$ cat config.mk
export PLATFORM = sky130hd
export DESIGN_NAME = ctrl_pipe
export DESIGN_NICKNAME = d
export VERILOG_FILES = /design/src/rtl/ctrl_pipe.sv
export SDC_FILE = /design/constraint.sdc
export NUM_CORES = 1
export LEC_CHECK = 0
export BUFFER_PORTS_ARGS = -buffer_cell sky130_fd_sc_hd__buf_4
export CAP_MARGIN = 20
export CORE_MARGIN = 3
export CORE_UTILIZATION = 40
export CTS_BUF_LIST = sky130_fd_sc_hd__clkbuf_16
export CTS_CLUSTER_DIAMETER = 40
export CTS_CLUSTER_SIZE = 24
export DETAILED_ROUTE_END_ITERATION = 8
export MAX_ROUTING_LAYER = met4
export PLACE_DENSITY = 0.77
export SKIP_LAST_GASP = 1
export SLEW_MARGIN = 10
export SYNTH_ARGS = -nofsm -noshare
export SYNTH_HDL_FRONTEND = slang
export SYNTH_SLANG_ARGS = --single-unit
$ cat constraint.sdc
create_clock -name clk -period 1.7 [get_ports clk]
set_input_delay 0.17 -clock clk [delete_from_list [all_inputs] [get_ports clk]]
set_output_delay 0.17 -clock clk [all_outputs]
set_load 0.01 [all_outputs]
$ cat src/rtl/ctrl_pipe.sv
// Control-word pipeline from ID through EX, MEM and WB. Detects load-use hazards,
// requests a one-cycle IF/ID stall, injects bubbles into EX and counts bubbles.
module ctrl_pipe #(
    parameter int unsigned CTRL_W = 16,
    parameter int unsigned ALU_W  = 5,
    parameter int unsigned REG_AW = 5,
    parameter int unsigned CNT_W  = 16
) (
    input  logic              clk,
    input  logic              reset,
    input  logic [CTRL_W-1:0] id_muxctrl,
    input  logic [2:0]        id_memctrl,
    input  logic [ALU_W-1:0]  id_aluctrl,
    input  logic [REG_AW-1:0] id_rs,
    input  logic [REG_AW-1:0] id_rt,
    input  logic [REG_AW-1:0] id_dest,
    input  logic              flush,
    output logic              stall,
    output logic [CTRL_W-1:0] ex_muxctrl,
    output logic [2:0]        ex_memctrl,
    output logic [ALU_W-1:0]  ex_aluctrl,
    output logic [REG_AW-1:0] ex_dest,
    output logic [2:0]        mem_memctrl,
    output logic [REG_AW-1:0] mem_dest,
    output logic              wb_regwrite,
    output logic              wb_mem_to_reg,
    output logic [REG_AW-1:0] wb_dest,
    output logic [CNT_W-1:0]  stall_cnt,
    output logic [CNT_W-1:0]  flush_cnt
);

    localparam int unsigned      MEM_RD_BIT  = 2;
    localparam int unsigned      MEM_REG_BIT = 0;
    localparam int unsigned      M2R_BIT     = 2;
    localparam logic [ALU_W-1:0] NOOP_ALU    = ALU_W'(5'b01101);

    logic hazard;
    logic bubble_ex;
    // Only the mem_to_reg bit of muxctrl is consumed beyond EX.
    logic mem_mem_to_reg;

    // Load in EX whose destination feeds the ID instruction.
    always_comb begin
        hazard = ex_memctrl[MEM_RD_BIT]
               & (ex_dest != '0)
               & ((ex_dest == id_rs) | (ex_dest == id_rt));
        stall     = hazard & ~flush;
        bubble_ex = flush | hazard;
    end

    always_ff @(posedge clk) begin
        if (!reset) begin
            ex_muxctrl     <= '0;
            ex_memctrl     <= '0;
            ex_aluctrl     <= NOOP_ALU;
            ex_dest        <= '0;
            mem_memctrl    <= '0;
            mem_dest       <= '0;
            mem_mem_to_reg <= 1'b0;
            wb_regwrite    <= 1'b0;
            wb_mem_to_reg  <= 1'b0;
            wb_dest        <= '0;
            stall_cnt      <= '0;
            flush_cnt      <= '0;
        end else begin
            if (bubble_ex) begin
                ex_muxctrl <= '0;
                ex_memctrl <= '0;
                ex_aluctrl <= NOOP_ALU;
                ex_dest    <= '0;
            end else begin
                ex_muxctrl <= id_muxctrl;
                ex_memctrl <= id_memctrl;
                ex_aluctrl <= id_aluctrl;
                ex_dest    <= id_dest;
            end

            mem_memctrl    <= ex_memctrl;
            mem_dest       <= ex_dest;
            mem_mem_to_reg <= ex_muxctrl[M2R_BIT];

            // Register 0 is hard-wired, so writes to it are dropped here.
            wb_regwrite   <= mem_memctrl[MEM_REG_BIT] & (mem_dest != '0);
            wb_mem_to_reg <= mem_mem_to_reg;
            wb_dest       <= mem_dest;

            if (stall && (stall_cnt != '1)) begin
                stall_cnt <= stall_cnt + CNT_W'(1);
            end
            if (flush && (flush_cnt != '1)) begin
                flush_cnt <= flush_cnt + CNT_W'(1);
            end
        end
    end

endmodule
==> results of run 1 <==
==> power by group <==
part	switching (mW)	internal, mW
registers	0.0261	1.84
logic	0.171	0.224
clock network	0.754	1.14
total	0.951	3.21
==> worst max path at each step <==
stage	from	slack (ns)	depth (start not counted)	endpoint
after CTS	ex_dest[2]$_SDFF_PP0_	-0.09	7	stall
final	ex_dest[3]$_SDFF_PP0_	-0.08	8	stall_cnt[5]$_SDFFE_PN0P_
after global placement	flush_cnt[0]$_SDFFE_PN0P_	0.002	6	flush_cnt[1]$_SDFFE_PN0P_
after detailed placement	ex_dest[4]$_SDFF_PP0_	-0.09	6	stall_cnt[6]$_SDFFE_PN0P_
after floorplan	flush_cnt[9]$_SDFFE_PN0P_	0.0006	6	flush_cnt[1]$_SDFFE_PN0P_
after global routing	ex_dest[3]$_SDFF_PP0_	-0.20	7	stall_cnt[10]$_SDFFE_PN0P_
==> per-stage QoR <==
stage,TNS [ns],setup slack [ns]
after global placement,0,0.00203
after detailed placement,-0.387,-0.0880
after CTS,-0.372,-0.0923
after floorplan,0,0.000634
after global routing,-2.93,-0.199
final,-0.561,-0.0839
==> what timing repair did <==
| action | in CTS | in global routing |
|---|---|---|
| pin swaps | 18 | 6 |
| endpoints found under the setup margin | 16 | 50 |
| gates resized for setup | 37 | 17 |
| buffers inserted | 7 | 3 |
| cloned | 1 | 0 |
==> layout by cell type (no fill, tap or decap), types with 3 or more instances in the layout <==
cell type and count:
a21oi_1 8, and2_1 42, and3_1 3, and4_1 3, buf_12 3, buf_4 169
buf_6 3, clkbuf_16 9, dfxtp_1 61, dfxtp_2 10, dfxtp_4 6, inv_1 3
mux2i_1 4, nand2_1 13, nand2b_1 10, nand3_1 10, nand3_2 4, nand4_1 9
nor2_1 24, nor3_1 5, o211ai_1 5, o21ai_0 6, or3_1 4, xnor2_1 8
xnor2_2 5, xor2_1 7
==> worst max-delay path, delay by kind of cell, from the launching register on <==
| kind | cells | cell delay (ns) |
|---|---|---|
| xor gates and xnor gates | 1 | 0.15 |
| buffers and inverters | 3 | 0.42 |
| DFF | 1 | 0.37 |
| AOI/OAI and AO/OA | 3 | 0.60 |
| and+or+nand+nor | 1 | 0.11 |
==> layer usage <==
metal	share of wire	routed length (um)
met5	0	0
met4	0.013	116
met3	0.052	484
met2	0.55	5080
met1	0.38	3550
==> cell families (layout without fill, tap and decap cells) <==
logic type | count (synthesis) | in the layout | share of synthesized area
buffers and inverters | 16 | 196 | 0.0237
AOI/OAI and AO/OA | 48 | 48 | 0.118
muxes | 4 | 4 | 0.0133
adders and majority gates | 2 | 2 | 0.00830
and+or+nand+nor | 145 | 145 | 0.267
DFF | 77 | 77 | 0.511
xor gates and xnor gates | 20 | 20 | 0.0581
==> final cells by class <==
cell class	instances	area, um^2
Tap cell	99	124
Clock inverter	7	72.6
Timing Repair Buffer	177	1410
Sequential cell	77	1580
Clock buffer	9	225
Multi-Input combinational cell	219	1670
Fill cell	552	2210
Inverter	3	11.3
==> flow_metrics.tcl, run 1 <==
set metrics [dict create \
    io-pin-count 119 \
    path_clk_slew_ns 0.06 \
    antenna_left 0 \
    vdd_drop_max_v 0.000520 \
    syn_area_per_cell_um2 9.66 \
    synth_area_um2 3010 \
    synthCells 312 \
    cts_tree "yes" \
    hold_depth 2 \
    die_area_um2 8610 \
    layout-drive-gt1-share 0.500 \
    gp_congestion 0.951 \
    hold_end "ex_aluctrl[2]$_SDFF_PP1_" \
    clockBufferDepth 2 \
    synthArstFlopShare 0 \
    synth_seq_cells 77 \
    yosysTopAreaCell "dfxtp_1" \
    synthFlopType "dfxtp_1" \
    drt_first_pass_iters 4 \
    worstSkewPairLatency_ns 0.33 \
    synth-edff-count 0 \
    r2r_start "ex_dest[3]$_SDFF_PP0_" \
    violations "setup timing" \
    grt_busiest_layer "met2" \
    worstPathRequired_ns 1.90 \
    viasPerCell 5.11 \
    utilization 0.697 \
    dpl_cell_area_um2 4410 \
    slew_viol_final 0 \
    worst_slew_pin_slew_ns 0.360 \
    startpoint_type "flop" \
    timing.rr.end "stall_cnt[5]$_SDFFE_PN0P_" \
    p_total_mw 4.16 \
    top_regs "ex_muxctrl x16, flush_cnt x16, stall_cnt x16" \
    path_class "flop to flop" \
    finalHoldViolations 0 \
    start_util 0.413 \
    max_cap_viol_count 0 \
    clock-sinks 77 \
    hpwl_mm 6.29 \
    finish.instance_area_um2 5080 \
    synth.area.top_cells "dfxtp_1, and2_1, xnor2_1" \
    final_nets 531 \
    h-tree-depth 3 \
    crit_arrival_ns 1.99 \
    min_period_over_period 1.05 \
    diodes 0 \
    fin_skew_ns 0.00839 \
    rr_worst_depth 8 \
    fin_crit_ns 1.78 \
    cp_slowest_cell "dfxtp_4" \
    ys_top_cells_by_count "dfxtp_1, and2_1, nor2_1" \
    grt_util_met2 0.397 \
    hold_ws_ns 0.0260 \
    p_leak_nw 2.21 \
    cp_max_fo 7 \
    rrSetupSlack_ns -0.08 \
    area_delta_synth_final_pct 68.6 \
    totalWireLength_mm 9.23 \
    fmax_ghz 0.561 \
    grt_pass1_vias 2992 \
    track_usage 0.218 \
    root_buffer "clkbuf_16" \
    grt_max_degree 30 \
    crit_chain "buf_4, xnor2_2, nand2_2, o22a_4, buf_12, buf_16, o31ai_2, a21oi_1" \
    drt_iter0_drc 70 \
    die_h_um 92.8 \
    hp-start "id_aluctrl[2]" \
    postSynthNetCount 356 \
    yosysTopAreaCellShare 0.511 \
    dp_cells 564 \
    ys_seq_area_frac 0.511 \
    status "complete, but fails checks" \
    relSlewSlack 0.757 \
    io_buffers 118 \
    finalNonFillerCells 591 \
    antenna_found_initial 0 \
    met1_usage 0.241 \
    fp.dieW_um 92.8 \
    powerDensity_nw_per_um2 819 \
    yosysWarnings 0 \
    cts_hold_buf 0 \
    critPathMaxStageDelay_ns 0.37 \
    wl_per_cell_um 15.6 \
    hp-class "input pin to flop" \
    grt_first_pass_wirelength_mm 14.7 \
    cts_buffers 9 \
    synth.most_common_cell "dfxtp_1" \
    route.vias.total 3020 \
    grt.met3_usage 0.0528 \
    core_um2 7290 \
    worst_slack_ns -0.0839 \
    grt_overflow 0 \
    setup_violations 11 \
    rsz0062_at_grt "yes" \
    synthDistinctLibCells 46 \
    drcViolationCount 0 \
    cp-end-kind "flop" \
    rows 31 \
]
Power figures use the tool's default switching activity.
==> run 2, diff against run 1 <==
--- a/config.mk
+++ b/config.mk
@@ -8,9 +8,8 @@
 export BUFFER_PORTS_ARGS = -buffer_cell sky130_fd_sc_hd__buf_4
 export CAP_MARGIN = 20
-export CORE_MARGIN = 3
+export CORE_MARGIN = 2
 export CORE_UTILIZATION = 40
 export CTS_BUF_LIST = sky130_fd_sc_hd__clkbuf_16
 export CTS_CLUSTER_DIAMETER = 40
-export CTS_CLUSTER_SIZE = 24
 export DETAILED_ROUTE_END_ITERATION = 8
 export MAX_ROUTING_LAYER = met4
==> constraint.sdc (replaced) <==
create_clock -name clk -period 1.7 [get_ports clk]
set_input_delay 0.17 -clock clk [delete_from_list [all_inputs] [get_ports clk]]
set_output_delay 0.17 -clock clk [all_outputs]
set_load 0.005 [all_outputs]
==> run 2 against run 1 <==
The flow still finishes with violations (setup timing). Critical path depth down 1. Wire length increased by 6.1%. Worst setup slack worse by 0.10 ns. Die area fell by 4.3%. Utilization is 2.2 points higher. Non-clock buffer count rose by 17. First-iteration DRC count grew to 2.6 times the previous value. Global-route usage is 0.79 points lower. Total power shrank 1.3%. Largest power group is now registers.
==> flow_metrics.tcl, run 2 (synthesized netlist as in run 1, its figures left out) <==
set metrics [dict create \
    cts_buffers 9 \
    p_leak_nw 2.25 \
    final_nets 549 \
    hold_ws_ns 0.0169 \
    hpwl_mm 5.88 \
    drt_iter0_drc 185 \
    critPathMaxStageDelay_ns 0.50 \
    slew_viol_final 0 \
    fmax_ghz 0.530 \
    dpl_cell_area_um2 4440 \
    cp_slowest_cell "or4_1" \
    antenna_left 0 \
    setup_violations 43 \
    cts_tree "yes" \
    area_delta_synth_final_pct 74.0 \
    drt_first_pass_iters 4 \
    gp_congestion 0.889 \
    crit_chain "buf_4, inv_1, a21oi_2, buf_4, a21bo_4, or4_1, a21oi_1" \
    min_period_over_period 1.11 \
    startpoint_type "flop" \
    status "complete, but fails checks" \
    finalHoldViolations 0 \
    fp.dieW_um 90.8 \
    rows 31 \
    io-pin-count 119 \
    grt_pass1_vias 2850 \
    violations "setup timing" \
    layout_common_cells "buf_4, dfxtp_1, and2_1, nor2_1, nand2_1" \
    finish.instance_area_um2 5240 \
    track_usage 0.210 \
    viasPerCell 5.11 \
    clockBufferDepth 2 \
    worstPathRequired_ns 1.96 \
    h-tree-depth 3 \
    clock-sinks 77 \
    path_clk_slew_ns 0.06 \
    fin_crit_ns 1.89 \
    relSlewSlack 0.770 \
    max_cap_viol_count 0 \
    utilization 0.719 \
    powerDensity_nw_per_um2 783 \
    worstSkewPairLatency_ns 0.34 \
    hp-class "input pin to flop" \
    totalWireLength_mm 9.79 \
    cp_max_fo 7 \
    fin_skew_ns 0.00621 \
    antenna_found_initial 0 \
    cp-end-kind "flop" \
    diodes 0 \
    crit_arrival_ns 2.14 \
    worst_slew_pin_slew_ns 0.345 \
    final_common_cell "buf_4" \
    route.vias.total 3112 \
    root_buffer "clkbuf_16" \
    wl_per_cell_um 16.1 \
    start_util 0.413 \
    rsz0062_at_grt "yes" \
    top_regs "ex_muxctrl x16, flush_cnt x16, stall_cnt x16" \
    die_area_um2 8250 \
    core_um2 7290 \
    die_h_um 90.8 \
    vdd_drop_max_v 0.000555 \
    grt_overflow 0 \
    crit_top_cell "buf_4" \
    setup_tns_ns -2.15 \
    p_total_mw 4.11 \
    grt_first_pass_wirelength_mm 13.6 \
    path_class "flop to flop" \
    layout-drive-gt1-share 0.525 \
    worst_slack_ns -0.187 \
    grt_max_degree 30 \
    io_buffers 118 \
    drcViolationCount 0 \
]
==> run 2: path summary, 6_finish.rpt <==
path | from | end | slack (ns) | cells after the start
worst min-delay path | id_aluctrl[0] | ex_aluctrl[0]$_SDFF_PP1_ | 0.02 | 2
worst max register to register | ex_dest[0]$_SDFF_PP0_ | stall_cnt[5]$_SDFFE_PN0P_ | -0.19 | 7
worst max-delay path | ex_dest[0]$_SDFF_PP0_ | stall_cnt[5]$_SDFFE_PN0P_ | -0.19 | 7
worst min register to register | mem_mem_to_reg$_SDFF_PN0_ | wb_mem_to_reg$_SDFF_PN0_ | 0.44 | 1
==> run 2: power by group <==
part / leakage [nW] / internal [mW] / switching (mW)
Combinational: 1.49 / 0.245 / 0.170
Sequential: 0.632 / 1.84 / 0.0261
Clock: 0.132 / 1.01 / 0.815
==> run 2: per-stage QoR <==
step | cells | setup WS, ns
after detailed placement | 574 | -0.156
after global placement | 574 | -0.131
final | 609 | -0.187
after CTS | 595 | -0.127
after global routing | 609 | -0.270
after floorplan | 312 | 0.00557
==> run 2: cell type report <==
type                    instances  area [um^2]
fillers                       530         2050
multi-input cells             220         1750
flip-flops and latches         77         1570
repair buffers                194         1510
clock buffers                   9          225
well taps                      99          124
clock inverters                 7         56.3
inverters                       3         11.3
==> run 2: timing repair <==
item,in CTS,in global routing
gates resized for setup,22,55
hold buffers,0,0
buffers inserted,5,13
endpoints found under the setup margin,50,50
gates cloned,0,1
pin swaps,13,16
==> run 2: worst max-delay path, delay by kind of cell, from the launching register on <==
family | cells | cell delay [ns]
AND/OR/NAND/NOR | 1 | 0.50
flip-flops | 1 | 0.38
buffers and inverters | 3 | 0.30
AO/OA/AOI/OAI | 3 | 0.61
==> run 2: routing by layer <==
| metal | wire [um] | global-route usage |
|---|---|---|
| met5 | 0 | - |
| met4 | 299 | 0.0934 |
| met3 | 471 | 0.0409 |
| met2 | 5080 | 0.338 |
| met1 | 3930 | 0.257 |
==> run 3, diff against run 2 <==
- CORE_UTILIZATION: 40 -> 43
- PLACE_DENSITY: 0.77 -> 0.82
==> run 3 against run 2 <==
Fmax is 4.8% higher. Total power is 0.12% lower. The flow still finishes with violations (setup timing). Clock power is 2% higher. Flip-flop and latch count stayed put. Wire length is 12% lower. Via count is 2.2% lower. Worst setup slack better by 0.086 ns. First-iteration DRC count is 25% lower. Clock skew is 0.0026 ns lower. Critical path type is now flop to primary output. Worst hold slack better by 0.0058 ns. Clock-buffer cell count stayed put. Sequential share of layout area is 1.5 points higher.
==> flow_metrics.tcl, run 3 (synthesized netlist as in run 1, its figures left out) <==
set metrics [dict create \
    status "complete, but fails checks" \
    violations "setup timing" \
    seqPwrFrac 0.456 \
    track_usage 0.233 \
    cp-end-kind "primary output" \
    final_common_cell "buf_4" \
    layout_common_cells "buf_4, dfxtp_1, and2_1, nor2_1, nand2_1" \
    rsz0062_at_grt "yes" \
    io_buffers 118 \
    p_leak_nw 2.16 \
    grt_first_pass_wirelength_mm 13.6 \
    path_class "flop to primary output" \
    grt_pass1_vias 2949 \
    cts_tree "yes" \
    path_buf_inv 3 \
    slew_viol_final 0 \
    final_nets 538 \
    viasPerCell 5.12 \
    swShare 0.221 \
    max_cap_viol_count 0 \
    worstSkewPairLatency_ns 0.33 \
    worst_path_dominant_cell_family "flip-flops" \
    relSlewSlack 0.760 \
    die_area_um2 7700 \
    grt_overflow 0 \
    grt_max_degree 28 \
    top_regs "ex_muxctrl x16, flush_cnt x16, stall_cnt x16" \
    fin_skew_ns 0.00366 \
    vdd_drop_max_v 0.000556 \
    cp_slowest_cell "dfxtp_4" \
    critPathMaxStageDelay_ns 0.39 \
    fp.dieW_um 87.7 \
    dp_cells 570 \
    drcViolationCount 0 \
    die_h_um 87.7 \
    finalHoldViolations 0 \
    fmax_ghz 0.555 \
    hp-class "input pin to flop" \
    power_frac_comb 0.089 \
    drt_iter0_drc 139 \
    powerDensity_nw_per_um2 825 \
    p_sw_mw 0.907 \
    root_buffer "clkbuf_16" \
    utilization 0.732 \
    crit_chain "xnor2_2, nand3_2, buf_6, o22ai_4, buf_6, and2_4, buf_6" \
    worstPathRequired_ns 1.53 \
    wl_per_cell_um 14.6 \
    drt_first_pass_iters 4 \
    finalNonFillerCells 594 \
    crit_top_cell "buf_6" \
    diodes 0 \
    cts_buffers 9 \
    cp_max_fo 5 \
    area_delta_synth_final_pct 64.9 \
    core_um2 6790 \
    antenna_found_initial 0 \
    gp_congestion 0.872 \
    io-pin-count 119 \
    hold_ws_ns 0.0227 \
    start_util 0.444 \
    crit_arrival_ns 1.63 \
    clock-sinks 77 \
    totalWireLength_mm 8.65 \
    fin_crit_ns 1.80 \
    rows 30 \
    route.vias.total 3044 \
    worst_slack_ns -0.101 \
    worst_slew_pin_slew_ns 0.359 \
    power.internal_mw 3.19 \
    antenna_left 0 \
    layout-drive-gt1-share 0.476 \
    clkPwrFrac 0.454 \
    clockBufferDepth 2 \
    startpoint_type "flop" \
    h-tree-depth 3 \
    path_clk_slew_ns 0.06 \
    setup_violations 31 \
    hpwl_mm 6.24 \
    min_period_over_period 1.06 \
]
run 3: area by class of cell:
type / instances / area, um^2
multi-input combinational: 219 / 1570
sequential: 77 / 1560
tap: 96 / 120
clock inverter: 6 / 63.8
fill: 503 / 1820
timing repair buffer: 184 / 1420
clock buffer: 9 / 225
inverter: 3 / 11.3
run 3: power by group through the flow:
stage / Clock (mW) / Sequential (mW) / Combinational [mW]
final: 1.86 / 1.87 / 0.366
after detailed placement: 0 / 1.91 / 0.317
after floorplan: 0 / 1.92 / 0.107
after global routing: 1.97 / 1.88 / 0.397
after CTS: 1.89 / 1.87 / 0.338
after global placement: 0 / 1.91 / 0.308
run 3: path summary, 6_finish.rpt:
| kind | depth (start not counted) | endpoint | from | slack, ns |
|---|---|---|---|---|
| max | 7 | stall | ex_dest[3]$_SDFF_PP0_ | -0.10 |
| min | 2 | ex_aluctrl[0]$_SDFF_PP1_ | id_aluctrl[0] | 0.02 |
| max reg2reg | 5 | stall_cnt[13]$_SDFFE_PN0P_ | ex_dest[1]$_SDFF_PP0_ | -0.05 |
| min reg2reg | 1 | wb_mem_to_reg$_SDFF_PN0_ | mem_mem_to_reg$_SDFF_PN0_ | 0.43 |
run 3: worst reg2reg max path, delay by kind of cell, from the launching register on:
family | cells | cell delay (ns)
and+or+nand+nor | 2 | 0.65
DFF | 1 | 0.39
AOI/OAI and AO/OA | 2 | 0.50
xor gates and xnor gates | 1 | 0.13
run 3: timing repair:
item | 4_1_cts | 5_1_grt
setup buffers | 4 | 3
gates cloned | 0 | 2
hold buffers | 0 | 0
gates resized for setup | 16 | 28
pin swaps | 7 | 8
setup endpoints to repair | 19 | 54
run 3: per-stage QoR:
stage	setup TNS [ns]	total power, mW	instance area (um^2)	worst slack (ns)
2_1_floorplan	0	2.02	3040	0.00557
3_3_place_gp	-0.145	2.21	4430	-0.0516
3_5_place_dp	-0.730	2.23	4430	-0.0932
4_1_cts	-0.451	4.10	4830	-0.0872
5_1_grt	-4.07	4.24	4970	-0.161
6_report	-0.757	4.10	4970	-0.101
run 3: routing by layer:
layer	GRT usage	wire, um	share of wire	up-vias
met5	-	0	0	-
met4	0.109	282	0.033	0
met3	0.0405	492	0.057	28
met2	0.393	4430	0.51	129
met1	0.267	3440	0.40	1407
li1	-	-	-	1480
